File: config.mk
export PLATFORM = sky130hd
export DESIGN_NAME = wb_initiator
export DESIGN_NICKNAME = d
export VERILOG_FILES = /design/src/rtl/wb_initiator_pkg.sv /design/src/rtl/wb_initiator_timer.sv /design/src/rtl/wb_initiator.sv
export SDC_FILE = /design/constraint.sdc
export NUM_CORES = 1
export LEC_CHECK = 0
export CAP_MARGIN = 20
export CORE_MARGIN = 2
export CORE_UTILIZATION = 39
export DETAILED_ROUTE_END_ITERATION = 6
export GPL_ROUTABILITY_DRIVEN = 0
export PLACE_DENSITY = 0.75
export SLEW_MARGIN = 20
export SYNTH_ARGS = -nofsm -noshare
export SYNTH_HDL_FRONTEND = slang
export SYNTH_HIERARCHICAL = 1
export SYNTH_SLANG_ARGS = --single-unit
File: constraint.sdc
create_clock -name wb_clk_i -period 6.7 [get_ports wb_clk_i]
set_input_delay 1.005 -clock wb_clk_i [delete_from_list [all_inputs] [get_ports wb_clk_i]]
set_output_delay 1.005 -clock wb_clk_i [all_outputs]
set_load 0.05 [all_outputs]
File: src/rtl/wb_initiator_pkg.sv
// Shared types and bus widths for the Wishbone single-transfer initiator.
package wb_initiator_pkg;

    localparam int unsigned WB_ADR_W = 32;
    localparam int unsigned WB_DAT_W = 32;
    localparam int unsigned WB_SEL_W = 4;

    typedef enum logic [1:0] {
        StIdle,
        StBus,
        StResp
    } state_e;

    typedef enum logic [1:0] {
        StatOk,
        StatErr,
        StatTmo
    } status_e;

    function automatic logic [WB_ADR_W-1:0] word_align(input logic [WB_ADR_W-1:0] adr);
        return {adr[WB_ADR_W-1:2], 2'b00};
    endfunction

endpackage

File: src/rtl/wb_initiator_timer.sv
// Bus-cycle timeout counter: cleared outside the bus phase, flags the last allowed stb cycle.
module wb_initiator_timer #(
    parameter int unsigned TIMEOUT = 256
) (
    input  logic clk_i,
    input  logic rst_ni,
    input  logic clr_i,
    input  logic en_i,
    output logic expired_o
);

    localparam int unsigned TW = (TIMEOUT > 0) ? $clog2(TIMEOUT + 1) : 1;
    localparam logic [TW-1:0] LastVal = TW'(TIMEOUT - 1);

    logic [TW-1:0] cnt_q, cnt_d;

    always_comb begin
        cnt_d = cnt_q;
        if (clr_i) begin
            cnt_d = '0;
        end else if (en_i && (TIMEOUT != 0)) begin
            cnt_d = cnt_q + TW'(1);
        end
    end

    always_ff @(posedge clk_i or negedge rst_ni) begin
        if (!rst_ni) begin
            cnt_q <= '0;
        end else begin
            cnt_q <= cnt_d;
        end
    end

    // TIMEOUT = 0 disables expiry entirely.
    assign expired_o = (TIMEOUT != 0) && (cnt_q == LastVal);

endmodule

File: src/rtl/wb_initiator.sv
// Wishbone classic single-transfer initiator: one command in, one bus cycle, one response out.
module wb_initiator
    import wb_initiator_pkg::*;
#(
    parameter int unsigned TIMEOUT = 256,
    parameter int unsigned CNT_W   = 16
) (
    input  logic                wb_clk_i,
    input  logic                wb_rst_n_i,
    input  logic                cmd_valid_i,
    output logic                cmd_ready_o,
    input  logic                cmd_we_i,
    input  logic [WB_ADR_W-1:0] cmd_adr_i,
    input  logic [WB_SEL_W-1:0] cmd_sel_i,
    input  logic [WB_DAT_W-1:0] cmd_dat_i,
    input  logic                abort_i,
    output logic                rsp_valid_o,
    input  logic                rsp_ready_i,
    output logic [WB_DAT_W-1:0] rsp_dat_o,
    output logic                rsp_err_o,
    output logic                rsp_timeout_o,
    output logic                wbm_cyc_o,
    output logic                wbm_stb_o,
    output logic                wbm_we_o,
    output logic [WB_SEL_W-1:0] wbm_sel_o,
    output logic [WB_ADR_W-1:0] wbm_adr_o,
    output logic [WB_DAT_W-1:0] wbm_dat_o,
    input  logic [WB_DAT_W-1:0] wbm_dat_i,
    input  logic                wbm_ack_i,
    input  logic                wbm_err_i,
    output logic                busy_o,
    output logic [CNT_W-1:0]    txn_count_o
);

    state_e                state_q, state_d;
    logic                  cyc_q, cyc_d;
    logic                  we_q, we_d;
    logic [WB_SEL_W-1:0]   sel_q, sel_d;
    logic [WB_ADR_W-1:0]   adr_q, adr_d;
    logic [WB_DAT_W-1:0]   dat_q, dat_d;
    logic                  rsp_valid_q, rsp_valid_d;
    logic [WB_DAT_W-1:0]   rsp_dat_q, rsp_dat_d;
    status_e               rsp_stat_q, rsp_stat_d;
    logic [CNT_W-1:0]      cnt_q, cnt_d;

    logic term;
    logic tmr_clr, tmr_en, tmr_expired;

    wb_initiator_timer #(
        .TIMEOUT(TIMEOUT)
    ) u_timer (
        .clk_i    (wb_clk_i),
        .rst_ni   (wb_rst_n_i),
        .clr_i    (tmr_clr),
        .en_i     (tmr_en),
        .expired_o(tmr_expired)
    );

    always_comb begin
        state_d     = state_q;
        cyc_d       = cyc_q;
        we_d        = we_q;
        sel_d       = sel_q;
        adr_d       = adr_q;
        dat_d       = dat_q;
        rsp_valid_d = rsp_valid_q;
        rsp_dat_d   = rsp_dat_q;
        rsp_stat_d  = rsp_stat_q;
        cnt_d       = cnt_q;
        term        = 1'b0;

        case (state_q)
            StIdle: begin
                if (cmd_valid_i) begin
                    state_d = StBus;
                    cyc_d   = 1'b1;
                    we_d    = cmd_we_i;
                    sel_d   = cmd_sel_i;
                    adr_d   = word_align(cmd_adr_i);
                    dat_d   = cmd_dat_i;
                end
            end
            StBus: begin
                // Termination priority: err > ack > abort > timeout.
                if (wbm_err_i) begin
                    term       = 1'b1;
                    rsp_stat_d = StatErr;
                    rsp_dat_d  = '0;
                end else if (wbm_ack_i) begin
                    term       = 1'b1;
                    rsp_stat_d = StatOk;
                    rsp_dat_d  = we_q ? '0 : wbm_dat_i;
                end else if (abort_i) begin
                    term       = 1'b1;
                    rsp_stat_d = StatErr;
                    rsp_dat_d  = '0;
                end else if (tmr_expired) begin
                    term       = 1'b1;
                    rsp_stat_d = StatTmo;
                    rsp_dat_d  = '0;
                end
                if (term) begin
                    state_d     = StResp;
                    rsp_valid_d = 1'b1;
                    cyc_d       = 1'b0;
                    we_d        = 1'b0;
                    sel_d       = '0;
                    adr_d       = '0;
                    dat_d       = '0;
                end
            end
            StResp: begin
                if (rsp_ready_i) begin
                    state_d     = StIdle;
                    rsp_valid_d = 1'b0;
                    rsp_dat_d   = '0;
                    rsp_stat_d  = StatOk;
                    cnt_d       = cnt_q + CNT_W'(1);
                end
            end
            default: state_d = StIdle;
        endcase
    end

    assign tmr_clr = (state_q != StBus);
    assign tmr_en  = (state_q == StBus) && !term;

    always_ff @(posedge wb_clk_i or negedge wb_rst_n_i) begin
        if (!wb_rst_n_i) begin
            state_q     <= StIdle;
            cyc_q       <= 1'b0;
            we_q        <= 1'b0;
            sel_q       <= '0;
            adr_q       <= '0;
            dat_q       <= '0;
            rsp_valid_q <= 1'b0;
            rsp_dat_q   <= '0;
            rsp_stat_q  <= StatOk;
            cnt_q       <= '0;
        end else begin
            state_q     <= state_d;
            cyc_q       <= cyc_d;
            we_q        <= we_d;
            sel_q       <= sel_d;
            adr_q       <= adr_d;
            dat_q       <= dat_d;
            rsp_valid_q <= rsp_valid_d;
            rsp_dat_q   <= rsp_dat_d;
            rsp_stat_q  <= rsp_stat_d;
            cnt_q       <= cnt_d;
        end
    end

    // Gated by reset so the port reads 0 while reset is held.
    assign cmd_ready_o   = (state_q == StIdle) && wb_rst_n_i;
    assign busy_o        = (state_q != StIdle);
    assign wbm_cyc_o     = cyc_q;
    assign wbm_stb_o     = cyc_q;
    assign wbm_we_o      = we_q;
    assign wbm_sel_o     = sel_q;
    assign wbm_adr_o     = adr_q;
    assign wbm_dat_o     = dat_q;
    assign rsp_valid_o   = rsp_valid_q;
    assign rsp_dat_o     = rsp_dat_q;
    assign rsp_err_o     = (rsp_stat_q == StatErr);
    assign rsp_timeout_o = (rsp_stat_q == StatTmo);
    assign txn_count_o   = cnt_q;

endmodule
# After elaboration in Yosys (flattened, before gate mapping)
# Index checks and enable logic that the tools add are counted.
# classes
add_sub_neg	2
muxes	40
eq_ne	10
reduce_logical	13
# ops
operator	count
$mux W32	9
$pmux W32 S2	3
$mux W9	2
$add A16 B1 Y16 const B	1
$mux W2	7
$reduce_and A3 Y1	4
$mux W1	11
$add A9 B1 Y9 const B	1
$eq A9 B8 Y1 const B	1
$mux W4	2
$pmux W4 S2	1
$reduce_bool A2 Y1	4
$pmux W1 S2	3
$pmux W2 S3	1
$ne A5 B5 Y1 const B	1
$eq A2 B1 Y1 const B	2
$eq A2 B2 Y1 const B	2
$ne A2 B1 Y1 const B	2
$ne A2 B2 Y1 const B	2
$pmux W2 S2	1
$logic_and A1 B1 Y1	2
$logic_not A2 Y1	1
$reduce_and A2 Y1	1
$logic_not A1 Y1	1
# word_totals
reg_bits	132
output_inout_bits	124
input_bits	108
word_cells	76

# Depth between registers and ports, before layout
# Gate-level depths: netlist of run 1.
# depth
word_depth	11
mapped_depth	11
depth_no_buf	9

# By module
# Netlist of run 1, hierarchy kept.
# by_module_without_submodules
mod	n_inst	seq_area_each_um2	cells_each	area_each_um2
wb_initiator	1	3027.9	528	4966.0
wb_initiator_timer	1	225.2	44	444.2

# Worst setup path before layout of run 1
# No wires, ideal clock.
# synth_timing
path_type	input to register
from	input wbm_ack_i
to	register u_timer.cnt_q[5]
setup_ns	0.078
stages	6
setup_slack_ns	4.250
n_path_buf	1
required_time_ns	6.622
t_arrival_ns	2.373
path_cell_list	or4_4 > nor2_1 > buf_6 > nand4_2 > or3_1 > a21oi_1
# synth_between
elab_chain_len	7
# synth_rtl
item	line	source
from (decl)	wb_initiator.sv:29	input logic wbm_ack_i,
$mux W1	wb_initiator.sv:89	end else if (wbm_ack_i) begin
$mux W1	wb_initiator.sv:85	if (wbm_err_i) begin
$mux W1 (2 in series)	wb_initiator.sv:72	case (state_q)
$logic_not A1 Y1	wb_initiator.sv:126	assign tmr_en = (state_q == StBus) && !term;
$logic_and A1 B1 Y1	wb_initiator.sv:126	
net tmr_en	wb_initiator.sv:47	logic tmr_clr, tmr_en, tmr_expired;
$reduce_bool A2 Y1 (no source line)	-	
to (signal assigned)	wb_initiator_timer.sv:30	cnt_q <= cnt_d;
to (decl)	wb_initiator_timer.sv:15	logic [TW-1:0] cnt_q, cnt_d;
# The timed path passes the listed nets, and every way through them passes these cells. The select of a mux whose other input is x is not followed.
# A chain may end at the register's enable or synchronous reset.

# Worst setup path in the final report of run 1
# layout_timing
from	input wb_rst_n_i
to	output cmd_ready_o
# layout_between
elab_chain_len	1
# layout_rtl
item	line	source
from (decl)	wb_initiator.sv:9	input logic wb_rst_n_i,
$logic_and A1 B1 Y1	wb_initiator.sv:155	assign cmd_ready_o = (state_q == StIdle) && wb_rst_n_i;
to (decl)	wb_initiator.sv:11	output logic cmd_ready_o,
# No other way between the ends.

==> flow_summary.toml, run 1 <==
[critical_path]
r2r_slack_ns = 3.93
start_kind = "input pin"
worstSetupPathType = "input pin to output port"
timing.rr.start = "u_timer/cnt_q[0]$_DFFE_PN0P_"
arrival_ns = 2.58
r2r_end = "u_timer/cnt_q[5]$_DFFE_PN0P_"
crit_path_max_fanout = 81
required_ns = 5.69
ff2ff_path_depth = 9
cp-end-kind = "output port"

[drt]
drtPass1Iterations = 4
viasPerCell = 4.91
drcViolationCount = 0
drt_iter0_drc = 282
via_count = 4790
routedWlPerCell_um = 15.1
wl_um = 14700
drtAntennaViolNets = 0

[clock_network]
post_cts_resized = 0
h-tree-depth = 4
cts_setup_buffers = 0
clk_pin_slew_ns = 0.05
cts_buffers = 17
cts-hold-fix-buffers = 0
clock_path_buffers = 2
clock_sinks = 130
tritoncts = "yes"
clkLatencyLatePin_ns = 0.41
cts_root_buffer = "clkbuf_16"

[global_route]
grt_overflow = 0
grt_max_degree = 84
top_usage_layer = "met2"
use_met1_pct = 24.9
grt_pass1_vias = 4870
grt_pass1_wl_um = 23900
gr-usage-met2_pct = 32.8
antenna_found_initial = 0
groute.usage.overall_pct = 20.6
gr-usage-met3_pct = 9.04

[logic_synthesis]
synth_top_family_by_area = "simple AND/OR/NAND/NOR gates"
synth_area_um2 = 5410
synth_edf_count = 0
synthTopCellsByCount = "nand2_1, dfrtp_1, o21ai_0"
synth_ff_type = "dfrtp_1"
postSynthAreaPerCell_um2 = 9.46
synth.area.top_cells = "dfrtp_1, nand2_1, o21ai_0"
synth_cell_types = 36
synth_top_cell_by_area = "dfrtp_1"
syn_inst = 572
async_reset_ff_share_pct = 100
ys_seq_area_share_pct = 60.1
synth_compound_area_share_pct = 7.42
synthAdderAreaFrac_pct = 0.694
synthMuxAreaShare_pct = 0.185
yosysWarnings = 6
synth_top_area_share_pct = 60.1
synthXorXnorAreaFrac_pct = 3.08
synth_most_common_cell = "nand2_1"
synthSimpleGateAreaFrac_pct = 24.2
ys_ff_latch = 130

[hold_path]
min_path_cells = 1
holdPathEnd = "txn_count_o[15]$_DFFE_PN0P_"
holdCritStartpoint = "txn_count_o[15]$_DFFE_PN0P_"
min-delay-path-class = "flop to flop"

[floorplanning]
die_y_um = 122
io_pins = 232
die-area_um2 = 14800
core_um2 = 13700
num_rows = 43
start_util_pct = 39.4
die_x_um = 122

[placed_design]
numPlacedInstances = 945
numPortBuffers = 227
hpwl_um = 10100

[timing]
hold_viol_final = 0
skew_ns = 0.00945
report.final.slew_viol_count = 0
layout_worst_path_cycle_share_pct = 53.5
finalSetupTns_ns = 0
hold_slack_ns = 0.479
max_freq_mhz = 279
fin_crit_ns = 3.59
rsz0062_at_grt = "false"
worst_pin_slew_ns = 0.772
setup_viol = 0
relSlewSlack_pct = 48.5

[job]
max_cap_viol_count = 0

[power_and_ir_drop]
peakVddDrop_mv = 0.278
p_per_area_nw_per_um2 = 517
power_leakage_nw = 3.72

[finish]
layout.nets = 895
num_antenna_cells = 0
final_cells = 975
drive_above_1_share_pct = 5.03
syn_to_final_growth_pct = 53.9
post-route-util_pct = 60.7

[outcome]
status = "complete, no violations"
worst max-delay path by stage:
stage,end,depth (start not counted),slack [ns],from
floorplan,u_timer/cnt_q[5]$_DFFE_PN0P_,6,4.25,wbm_ack_i
global placement,cmd_ready_o,3,3.08,wb_rst_n_i
detailed placement,cmd_ready_o,3,3.05,wb_rst_n_i
CTS,cmd_ready_o,3,3.06,wb_rst_n_i
global route,cmd_ready_o,3,2.96,wb_rst_n_i
finish,cmd_ready_o,3,3.11,wb_rst_n_i
area by class of cell:
cell class,count,area [um2]
fillers,1150,5390
flip-flops and latches,130,3250
repair buffers,233,2320
multi-input cells,399,1940
clock buffers,26,509
well taps,180,225
clock inverters,4,72.6
inverters,3,11.3
metal layers:
metal / part of all wire [%] / wire length (um)
met2: 49 / 7230
met3: 8.1 / 1200
met5: 0 / 0
met1: 41 / 6040
met4: 1.8 / 258
kinds of logic after synthesis:
family / after synthesis
simple gates: 295
xor+xnor: 19
other cells: 1
buf+inv: 44
compound gates: 79
fa+ha+maj: 3
mux: 1
flops: 130
placed cells by master (no fill, tap or decap), types with 4 or more instances in the layout:
cell type        count
clkdlybuf4s50_1    226
nand3_1             72
nand4_1              6
xor2_1               6
o21ai_0             73
clkbuf_8             5
clkbuf_16           17
dfrtp_1            130
nor2_1              10
nand2_1            181
and3_1               6
xnor2_1             13
clkbuf_1             4
buf_4                6
a21oi_1              4
report_power, final:
part,internal [W],switching (W),leakage [nW]
Sequential,0.00106,0.000168,1.71
Combinational,0.000660,0.00152,1.72
Clock,0.000592,0.000305,0.282
Total,0.00231,0.00199,3.72
metrics by stage:
step / power, W / setup slack, ns / area [um2]
CTS: 0.00435 / 3.06 / 8330
floorplan: 0.00265 / 4.25 / 5410
global placement: 0.00337 / 3.08 / 7740
finish: 0.00430 / 3.11 / 8330
detailed placement: 0.00343 / 3.05 / 7740
global route: 0.00453 / 2.96 / 8330
sequential cells by signal, summed over array words and instances (netlist names):
| name | flops |
|---|---|
| state_q | 2 |
| wbm_adr_o | 30 |
| wbm_sel_o | 4 |
| rsp_dat_o | 32 |
| wbm_we_o | 1 |
| rsp_valid_o | 1 |
| wbm_dat_o | 32 |
| txn_count_o | 16 |
| rsp_stat_q | 2 |
| u_timer/cnt_q | 9 |
| wbm_cyc_o | 1 |
critical path, stage by stage:
cell and delay (ns):
buf_6 0.54, and2_1 0.22, clkdlybuf4s50_1 0.80
(Power assumes the default switching activity.)
==> run 2, diff against run 1 <==
==> constraint.sdc (replaced) <==
create_clock -name wb_clk_i -period 3.7 [get_ports wb_clk_i]
set_input_delay 0.555 -clock wb_clk_i [delete_from_list [all_inputs] [get_ports wb_clk_i]]
set_output_delay 0.555 -clock wb_clk_i [all_outputs]
set_load 0.05 [all_outputs]
==> run 2 against run 1 <==
Clock-buffer cell count decreased by 6. Critical path type is now flop to flop. Clock power rose by 120%. Global-route usage is essentially flat. Largest power group unchanged. Flip-flop and latch count is the same. Die area unchanged.
==> flow_summary.toml, run 2 (synthesis gave the netlist of run 1 again) <==
[critical_path]
worstSetupPathType = "flop to flop"
start_kind = "flop"
required_ns = 4.03
timing.rr.start = "u_timer/cnt_q[0]$_DFFE_PN0P_"
cp-end-kind = "flop"
startpoint = "u_timer/cnt_q[0]$_DFFE_PN0P_"
arrival_ns = 3.06
crit_path_max_fanout = 8

[finish]
drive_above_1_share_pct = 6.13
layout_commonest_cell = "clkdlybuf4s50_1"
post-route-util_pct = 61.7
layout.nets = 898
final-seq-area_um2 = 3250
final_cell_mix = "clkdlybuf4s50_1, nand2_1, dfrtp_1"
fillCellCount = 1142
multi_input_area_um2 = 1930
syn_to_final_growth_pct = 56.3
num_antenna_cells = 0

[drt]
via_count = 4861
drt_iter0_drc = 296
wl_um = 14900
drcViolationCount = 0
drtAntennaViolNets = 0
viasPerCell = 4.96
drtPass1Iterations = 5
routedWlPerCell_um = 15.2

[power_and_ir_drop]
p_clk_share_pct = 23.9
p_per_area_nw_per_um2 = 960
p_comb_share_pct = 48.7
power_leakage_nw = 3.78
intPower_w = 0.00445
switching_share_pct = 45.3
seq_power_share_pct = 27.4
switching_power_w = 0.00367
peakVddDrop_mv = 0.532

[clock_network]
clk_pin_slew_ns = 0.06
clock_sinks = 130
cts_root_buffer = "clkbuf_16"
h-tree-depth = 4
tritoncts = "yes"
cts_buffers = 17
post_cts_resized = 0
clkLatencyLatePin_ns = 0.41
cts-hold-fix-buffers = 0
clock_path_buffers = 2
cts_setup_buffers = 0

[timing]
relSlewSlack_pct = 41.2
report.final.slew_viol_count = 0
fin_crit_ns = 2.72
rsz0062_at_grt = "false"
layout_worst_path_cycle_share_pct = 73.6
setup_viol = 0
finalSetupTns_ns = 0
max_freq_mhz = 367
hold_viol_final = 0
skew_ns = 0.00625
worst_pin_slew_ns = 0.878

[outcome]
status = "complete, no violations"

[hold_path]
min-delay-path-class = "input pin to async pin"

[global_route]
grt_pass1_vias = 4963
antenna_found_initial = 0
grt_pass1_wl_um = 24100
groute.usage.overall_pct = 20.6
grt_overflow = 0
grt_max_degree = 75

[floorplanning]
die-area_um2 = 14800
io_pins = 232
start_util_pct = 39.4
die_x_um = 122
core_um2 = 13700
num_rows = 43
die_y_um = 122

[job]
max_cap_viol_count = 0

[placed_design]
numPortBuffers = 227
hpwl_um = 10300
-- run 2: changes by cell type in the layout (fill, tap and decap cells not counted), sizes merged --
cell and delta:
inv +1, bufinv +4, buf +3, clkinvlp +1
clkbuf -6, clkinv +2
-- run 2: layout make-up --
class                           instances  area share [%]
Inverter                                3           0.133
Clock inverter                         12            2.68
Sequential cell                       130            38.5
Multi-Input combinational cell        399            22.9
Clock buffer                           20            5.52
Timing Repair Buffer                  236            27.7
Tap cell                              180            2.66
-- run 2: power by group through the flow --
stage | combinational, W | sequential, W | clock (W)
3_3_place_gp | 0.00391 | 0.00221 | 0
6_report | 0.00395 | 0.00223 | 0.00194
3_5_place_dp | 0.00397 | 0.00225 | 0
4_1_cts | 0.00399 | 0.00223 | 0.00198
2_1_floorplan | 0.000905 | 0.00389 | 0
5_1_grt | 0.00417 | 0.00229 | 0.00205
-- run 2: worst paths after layout --
kind | cells past startpoint | to | slack [ns]
min in group wb_clk_i | 1 | txn_count_o[15]$_DFFE_PN0P_ | 0.47
worst min-delay path | 1 | txn_count_o[15]$_DFFE_PN0P_ | 0.06
worst max register to register | 9 | u_timer/cnt_q[5]$_DFFE_PN0P_ | 0.98
worst min register to register | 1 | txn_count_o[15]$_DFFE_PN0P_ | 0.47
worst max-delay path | 9 | u_timer/cnt_q[5]$_DFFE_PN0P_ | 0.98
max in group asynchronous | 3 | wbm_adr_o[20]$_DFFE_PN0P_ | 2.13
-- run 2: worst max-delay path: stages (launching register included) --
cell	delay [ns]
dfrtp_1	0.42
ha_1	0.25
nand3_1	0.09
nor2_1	0.05
ha_1	0.19
or4_4	0.44
nor2_1	0.47
nand4_2	0.25
or3_1	0.36
a21oi_1	0.14
-- run 2: through the flow --
stage          worst slack, ns  std cells  hold WS (ns)  total power [W]  cell area (um2)
5_1_grt                  0.715        980        0.0791          0.00851             8460
2_1_floorplan             1.43        573         0.259          0.00480             5410
3_5_place_dp             0.794        948         0.476          0.00622             7760
6_report                 0.977        980        0.0575          0.00812             8460
4_1_cts                  0.947        980        0.0654          0.00820             8460
3_3_place_gp             0.899        948         0.464          0.00612             7760
-- run 2: metal layers --
layer  track usage (%)  vias to the layer above  part of all wire, %
met5                 0                        -                    0
met2              33.7                      174                   48
met4              7.11                        0                  1.8
met1              24.9                     2349                   41
li1                  -                     2315                    -
met3              8.10                       23                  8.8
